File: src/rtl/stream_rr_arbiter_if.sv
// ============================================================================
// Module      : stream_rr_arbiter_if
// Description : Valid/ready bundle between NUM_REQ producers, the arbiter and
//               the shared sink.
// Revision    : 1.0  initial release
// ============================================================================
`default_nettype none

interface stream_rr_arbiter_if #(
  parameter int NUM_REQ = 4,
  parameter int SIZE    = 32
);
  localparam int IDW = $clog2(NUM_REQ);

  logic [NUM_REQ-1:0]      s_valid;
  logic [NUM_REQ-1:0]      s_ready;
  logic [NUM_REQ*SIZE-1:0] s_data;
  logic                    m_valid;
  logic                    m_ready;
  logic [SIZE-1:0]         m_data;
  logic [IDW-1:0]          m_id;
  logic                    busy;

  // Arbiter side
  modport slave (
    input  s_valid, s_data, m_ready,
    output s_ready, m_valid, m_data, m_id, busy
  );

  // Producer/sink side
  modport master (
    output s_valid, s_data, m_ready,
    input  s_ready, m_valid, m_data, m_id, busy
  );
endinterface

`default_nettype wire

File: src/rtl/stream_rr_arbiter.sv
// ============================================================================
// Module      : stream_rr_arbiter
// Description : Round-robin arbiter locking one of NUM_REQ streams onto a
//               shared sink for up to MAX_BURST beats per grant.
//               Define STREAM_ARB_FIXED_PRIO_EN for fixed lowest-index priority.
// Revision    : 1.0  initial release
// ============================================================================
`default_nettype none

module stream_rr_arbiter #(
  parameter int NUM_REQ   = 4,
  parameter int SIZE      = 32,
  parameter int MAX_BURST = 4
) (
  input  wire logic              clk,
  input  wire logic              reset,
  stream_rr_arbiter_if.slave     bus
);
  localparam int IDW = $clog2(NUM_REQ);
  localparam logic [IDW:0]   NUM_REQ_W = (IDW+1)'(NUM_REQ);
  localparam logic [IDW-1:0] LAST_IDX  = IDW'(NUM_REQ - 1);
  localparam logic [7:0]     LAST_BEAT = 8'(MAX_BURST - 1);

  typedef enum logic [1:0] {
    S_IDLE = 2'b00,
    S_LOCK = 2'b01
  } state_t;

  state_t         state_q;
  logic [IDW-1:0] grant_q, grant_d;
  logic [IDW-1:0] ptr_q, ptr_d;
  logic [7:0]     beat_cnt_q, beat_cnt_d;

  logic [SIZE-1:0] data_arr [NUM_REQ];
  logic [IDW:0]    cand;
  logic            found;
  logic            hs;
  logic            release_grant;

  for (genvar g = 0; g < NUM_REQ; g++) begin : g_unpack
    assign data_arr[g] = bus.s_data[g*SIZE +: SIZE];
  end

  // Circular search starting at ptr_q; ptr_q never leaves 0 in fixed-priority mode
  always_comb begin
    grant_d = '0;
    found   = 1'b0;
    cand    = '0;
    for (int k = 0; k < NUM_REQ; k++) begin
      cand = {1'b0, ptr_q} + (IDW+1)'(k);
      if (cand >= NUM_REQ_W) begin
        cand = cand - NUM_REQ_W;
      end
      if (!found && bus.s_valid[cand[IDW-1:0]]) begin
        found   = 1'b1;
        grant_d = cand[IDW-1:0];
      end
    end
  end

`ifdef STREAM_ARB_FIXED_PRIO_EN
  assign ptr_d = '0;
`else
  assign ptr_d = (grant_q == LAST_IDX) ? '0 : grant_q + 1'b1;
`endif

  assign beat_cnt_d    = beat_cnt_q + 8'd1;
  assign hs            = bus.m_valid & bus.m_ready;
  assign release_grant = (hs && (beat_cnt_q == LAST_BEAT)) || !bus.s_valid[grant_q];

  always_ff @(posedge clk) begin
    if (reset) begin
      state_q    <= S_IDLE;
      grant_q    <= '0;
      ptr_q      <= '0;
      beat_cnt_q <= '0;
    end else begin
      case (state_q)
        S_IDLE: begin
          if (|bus.s_valid) begin
            grant_q    <= grant_d;
            beat_cnt_q <= '0;
            state_q    <= S_LOCK;
          end
        end
        S_LOCK: begin
          if (hs) begin
            beat_cnt_q <= beat_cnt_d;
          end
          if (release_grant) begin
            ptr_q   <= ptr_d;
            state_q <= S_IDLE;
          end
        end
        default: state_q <= S_IDLE;
      endcase
    end
  end

  // Datapath follows the locked grant directly so a beat passes with no added latency
  always_comb begin
    bus.s_ready = '0;
    bus.m_valid = 1'b0;
    bus.m_data  = '0;
    bus.m_id    = '0;
    bus.busy    = 1'b0;
    if (state_q == S_LOCK) begin
      bus.m_valid          = bus.s_valid[grant_q];
      bus.m_data           = data_arr[grant_q];
      bus.m_id             = grant_q;
      bus.s_ready[grant_q] = bus.m_ready;
      bus.busy             = 1'b1;
    end
  end

endmodule

`default_nettype wire
File: src/flat_wrapper.sv
// flat-port wrapper written by rule: the top's interface ports become plain ports
module stream_rr_arbiter_flat 
#(
  parameter int NUM_REQ   = 4,
  parameter int SIZE      = 32,
  parameter int MAX_BURST = 4
)
  (clk, reset, bus_s_valid, bus_s_data, bus_m_ready, bus_s_ready, bus_m_valid, bus_m_data, bus_m_id, bus_busy);
  stream_rr_arbiter_if #(.NUM_REQ(NUM_REQ), .SIZE(SIZE)) bus_i ();
  input  wire logic clk;
  input  wire logic reset;
  input wire logic [$bits(bus_i.s_valid)-1:0] bus_s_valid;
  input wire logic [$bits(bus_i.s_data)-1:0] bus_s_data;
  input wire logic [$bits(bus_i.m_ready)-1:0] bus_m_ready;
  output wire logic [$bits(bus_i.s_ready)-1:0] bus_s_ready;
  output wire logic [$bits(bus_i.m_valid)-1:0] bus_m_valid;
  output wire logic [$bits(bus_i.m_data)-1:0] bus_m_data;
  output wire logic [$bits(bus_i.m_id)-1:0] bus_m_id;
  output wire logic [$bits(bus_i.busy)-1:0] bus_busy;
  assign bus_i.s_valid = bus_s_valid;
  assign bus_i.s_data = bus_s_data;
  assign bus_i.m_ready = bus_m_ready;
  assign bus_s_ready = bus_i.s_ready;
  assign bus_m_valid = bus_i.m_valid;
  assign bus_m_data = bus_i.m_data;
  assign bus_m_id = bus_i.m_id;
  assign bus_busy = bus_i.busy;
  stream_rr_arbiter #(.NUM_REQ(NUM_REQ), .SIZE(SIZE), .MAX_BURST(MAX_BURST)) u_core (.clk(clk), .reset(reset), .bus(bus_i));
endmodule
File: config.mk
export PLATFORM = sky130hd
export DESIGN_NAME = stream_rr_arbiter_flat
export DESIGN_NICKNAME = d
export VERILOG_FILES = /design/src/rtl/stream_rr_arbiter_if.sv /design/src/rtl/stream_rr_arbiter.sv /design/src/flat_wrapper.sv
export SDC_FILE = /design/constraint.sdc
export NUM_CORES = 1
export LEC_CHECK = 0
export BUFFER_PORTS_ARGS = -buffer_cell sky130_fd_sc_hd__buf_2
export CAP_MARGIN = 20
export CORE_MARGIN = 3
export CORE_UTILIZATION = 40
export DETAILED_ROUTE_END_ITERATION = 6
export PLACE_DENSITY = 0.95
export SLEW_MARGIN = 20
export SYNTH_ARGS = -nofsm -noshare
export SYNTH_HDL_FRONTEND = slang
export SYNTH_SLANG_ARGS = --single-unit
export TNS_END_PERCENT = 10
File: constraint.sdc
create_clock -name clk -period 4.16 [get_ports clk]
set_input_delay 0.832 -clock clk [delete_from_list [all_inputs] [get_ports clk]]
set_output_delay 0.832 -clock clk [all_outputs]
set_load 0.05 [all_outputs]
### Word level (Yosys, flattened, before mapping)

Cells that the tools add are included.

* word-level logic and storage cells: 88
* output and inout port bits: 40
* bits of input ports: 135
* register bits after elaboration: 14

* eq/ne operators: 6
* mux-type cells: 38
* bitwise gates (word level): 3
* reduce and logical (&&, ||, !) cells: 17
* $add $sub $neg: 9
* $lt $le $gt $ge: 11

Operator list (number)
* two-way mux 32 bit: 3
* binary-select mux 32 bit (select 2 bit): 1
* two-way mux 2 bit: 12
* two-way mux 8 bit: 2
* case mux 8 bit (2 select lines): 1
* < comparator 2 x 3 -> 1 bit (second input constant): 5
* greater-or-equal comparator 3 bit (second input constant): 4
* two-way mux 1 bit: 11
* binary-select mux 1 bit (select 2 bit): 5
* adder 8 x 1 -> 8 bit (second input constant): 1
* == test 8 x 2 -> 1 bit (second input constant): 1
* subtractor 2 x 1 -> 2 bit (second input constant): 4
* adder 2 x 2 -> 3 bit (second input constant): 2
* inequality test 2 x 1 -> 1 bit (second input constant): 3
* AND reduction 2 bit: 3
* logical AND 1 bit: 5
* bitwise AND 4 bit: 1
* logical NOT 1 bit: 4
* two-way mux 4 bit: 1
* case mux 2 bit (2 select lines): 1
* OR reduction 4 bit: 1
* adder 2 x 1 -> 3 bit (second input constant): 1
* greater-or-equal comparator 2 x 3 -> 1 bit (second input constant): 1
* NOT 2 -> 3 bit: 1
* other kinds (10): 10

### Depth between registers and ports, before layout

* word-level depth: 14
* mapped depth: 6
* depth with buffers taken out: 5

### Least setup slack after synthesis

OpenSTA, ideal clock, no wires.

* path kind: input port to output port
* start point: input bus_s_valid[3]
* end point: output bus_m_valid
* stages: 2
* required time: 3.328 ns
* path slack: 1.641 ns
* buffers on the path: 0
* data arrival time: 1.687 ns
* cells stage by stage: mux4_2 and2_1

* longest elaborated chain between the ends: 3

RTL lines
* start: declaration: line flat_wrapper.sv:12 `input wire logic [$bits(bus_i.s_valid)-1:0] bus_s_valid;`
* binary-select mux 1 bit (select 2 bit): line stream_rr_arbiter.sv:108 `bus.m_valid = bus.s_valid[grant_q];`
* two-way mux 1 bit (not written as such): line stream_rr_arbiter.sv:108
* two-way mux 1 bit: line stream_rr_arbiter.sv:107 `if (state_q == S_LOCK) begin`
* end: declaration: line flat_wrapper.sv:16 `output wire logic [$bits(bus_i.m_valid)-1:0] bus_m_valid;`

No other way between the ends. The select of a mux whose other input is x is not followed.

### Worst setup path after layout

* start point: register u_core.grant_q[0]
* end point: output bus_m_data[20]

* longest elaborated chain between the ends: 5

RTL lines
* start: declaration: line stream_rr_arbiter.sv:30 `logic [IDW-1:0] grant_q, grant_d;`
* start signal: assignment: line stream_rr_arbiter.sv:81 `grant_q <= grant_d;`
* NOT 2 -> 3 bit (not written as such): line stream_rr_arbiter.sv:109 `bus.m_data = data_arr[grant_q];`
* binary-select mux 32 bit (select 2 bit): line stream_rr_arbiter.sv:109
* two-way mux 32 bit (not written as such) (2 in series): line stream_rr_arbiter.sv:109
* two-way mux 32 bit: line stream_rr_arbiter.sv:107
* end: declaration: line flat_wrapper.sv:17 `output wire logic [$bits(bus_i.m_data)-1:0] bus_m_data;`

No other way between the ends. The select of a mux whose other input is x is not followed.

==> results by group <==
Clock tree
  – H-tree levels: 1
  – CTS root buffer: clkbuf_8
  – Max clock buf depth: 2
  – Reg clk slew, reported paths: 0.06 ns
  – TritonCTS Buffers: 3
  – Cts hold-fix bufs: 0
  – Clk_lat worst skew: 0.25 ns
  – Cts repair resizes: 0
  – Post-CTS Setup Bufs: 0
  – CTS tree: done
  – CTS sink cnt: 13

Setup path
  – Crit-path max FO: 21
  – Worst EP arrival: 2.31 ns
  – CP Data Required Time: 3.33 ns
  – Crit path capture type: output port
  – CP Launch Type: flop
  – WS Path Type: flop to output port

Floorplan
  – Initial Util: 43.5%
  – Io pins: 175
  – Std-Cell Rows: 23
  – Die span in y: 73.6 um
  – Core area: 0.00420 mm^2
  – Die width: 73.6 um
  – Die footprint: 0.00542 mm^2

Route
  – First-pass detailed-route iteration total: 4
  – 1st-iter DRT viols: 76
  – Wire per inst: 18.9 um
  – Final ANT Viol Nets: 0
  – Post-DR vias/cell: 5.59
  – DRT Wirelength: 7450 um
  – Vias: 2208
  – DRC: 0

Hold path
  – Hold Crit Class: flop to flop

Synth
  – Synth async-reset ratio: 0%
  – #FFs+latches synth: 13
  – EDFF count, synth: 0
  – Warnings, synthesis: 0
  – Avg Synthesized Cell Area: 10.3 um^2
  – Synthesized area: 0.00183 mm^2
  – Most used DFF post-synth: dfxtp_1
  – Post-synth cell types: 37
  – Post-synthesis sequential area ratio: 14.2%
  – Mapped Nets: 317
  – Syn Inst Count: 177

Finish
  – Area growth from synthesis to layout: 51.3%
  – Fillcell total: 345
  – Most frequent cells in the layout: 174 x buf_2, 37 x and2_1, 32 x mux4_2
  – Most common cell after layout, fill and taps aside: buf_2
  – Sequential cell area: 262 um^2
  – N_diodes: 0
  – Core Util, Final: 65.8%
  – Final nets: 486
  – Area occupied by multi-input gates: 0.00147 mm^2
  – Layout cells sized above 1: 62.6%

Timing
  – Fin crit share: 75.4%
  – Unrepaired setup endpoints after global routing: false
  – Hold slack: 0.493 ns
  – Endpoints failing setup: 0
  – Slew Limit Fails: 0
  – Worst slew margin: 56.0%
  – Final Critical Period: 3.14 ns
  – FMAX: 319 MHz
  – Clock Skews: 0.00381 ns
  – Final TNS setup: 0 ns
  – Final-report hold violation count: 0
  – Worst-Margin Slew: 0.661 ns

Power
  – Leak: 1.34 nW
  – Pwr Density: 227 mW/mm^2
  – Total power: 0.628 mW
  – Peak VDD IR: 0.148 mV

Global route
  – Vias in the first global route: 2264
  – Largest net degree at the start of global routing: 46
  – GRT Total Usage: 27.0%
  – Total gr overflow: 0
  – Initial antenna violation count: 0
  – First-pass GRT wire length: 11100 um

Place
  – IO Port Bufs: 174
  – Half-perimeter wire length after placement: 6380 um
  – GPL Wtd Cong: 0.915

Job
  – Max_cap viols: 0

Status
  – Status: completed
flip-flops by register name, summed over array words and instances, names as in the netlist:
| signal | flops |
|---|---|
| u_core.state_q | 1 |
| u_core.grant_q | 2 |
| u_core.beat_cnt_q | 8 |
| u_core.ptr_q | 2 |
cell type report:
class	count	share of cell area, %
inverter	6	0.814
multi-input combinational	144	53.2
clock buffer	3	1.49
timing repair buffer	178	32.6
tap	50	2.26
sequential	13	9.45
clock inverter	1	0.181
cell usage after synthesis (4+ instances only):
cell | count | area, um^2
and2_1 | 37 | 231
mux4_2 | 32 | 721
dfxtp_1 | 13 | 260
a21oi_1 | 9 | 45.0
or3_1 | 7 | 43.8
clkbuf_1 | 6 | 22.5
inv_1 | 6 | 22.5
nor2_1 | 6 | 22.5
ha_1 | 5 | 62.6
nand2_1 | 5 | 18.8
nand2b_1 | 5 | 31.3
o21ai_0 | 5 | 25.0
and3_1 | 4 | 25.0
buf_2 | 4 | 20.0
report_power, final:
group	internal (mW)	switching, mW
logic	0.156	0.215
registers	0.129	0.0120
clock network	0.0663	0.0491
metal layers:
metal	GRT usage, %	vias to the layer above	wire, um
li1	-	1022	-
met1	30.2	1059	2530
met2	50.3	110	4010
met3	4.65	17	698
met4	10.1	0	206
met5	0	-	0
worst max-delay path: stages (launching register included):
cell     delay (ns)
dfxtp_2        0.75
buf_4          0.38
mux4_2         0.53
and2_1         0.17
buf_2          0.21
worst paths after layout:
path,from,end,slack [ns],depth (start not counted)
setup reg to reg,u_core.grant_q[0]$_SDFFE_PP0P_,u_core.beat_cnt_q[3]$_SDFFE_PP0P_,2.01,4
setup / recovery,u_core.grant_q[0]$_SDFFE_PP0P_,bus_m_data[20],1.02,4
hold / removal,u_core.beat_cnt_q[7]$_SDFFE_PP0P_,u_core.beat_cnt_q[7]$_SDFFE_PP0P_,0.49,2
hold reg to reg,u_core.beat_cnt_q[7]$_SDFFE_PP0P_,u_core.beat_cnt_q[7]$_SDFFE_PP0P_,0.49,2
cells by family after synthesis:
logic type,share of synthesized area (%)
and+or+nand+nor,25.5
adders and majority gates,3.42
DFF,14.2
AOI/OAI and AO/OA,10.2
buffers and inverters,5.20
muxes,41.4
per-stage QoR:
stage / instance area [um^2] / std cells / setup WS (ns)
after detailed placement: 2720 / 391 / 1.24
final: 2770 / 395 / 1.02
after floorplan: 1830 / 177 / 1.64
after global placement: 2720 / 391 / 1.30
after global routing: 2770 / 395 / 0.860
after CTS: 2770 / 395 / 0.967
Note: power is estimated with default switching activity, not from simulation.
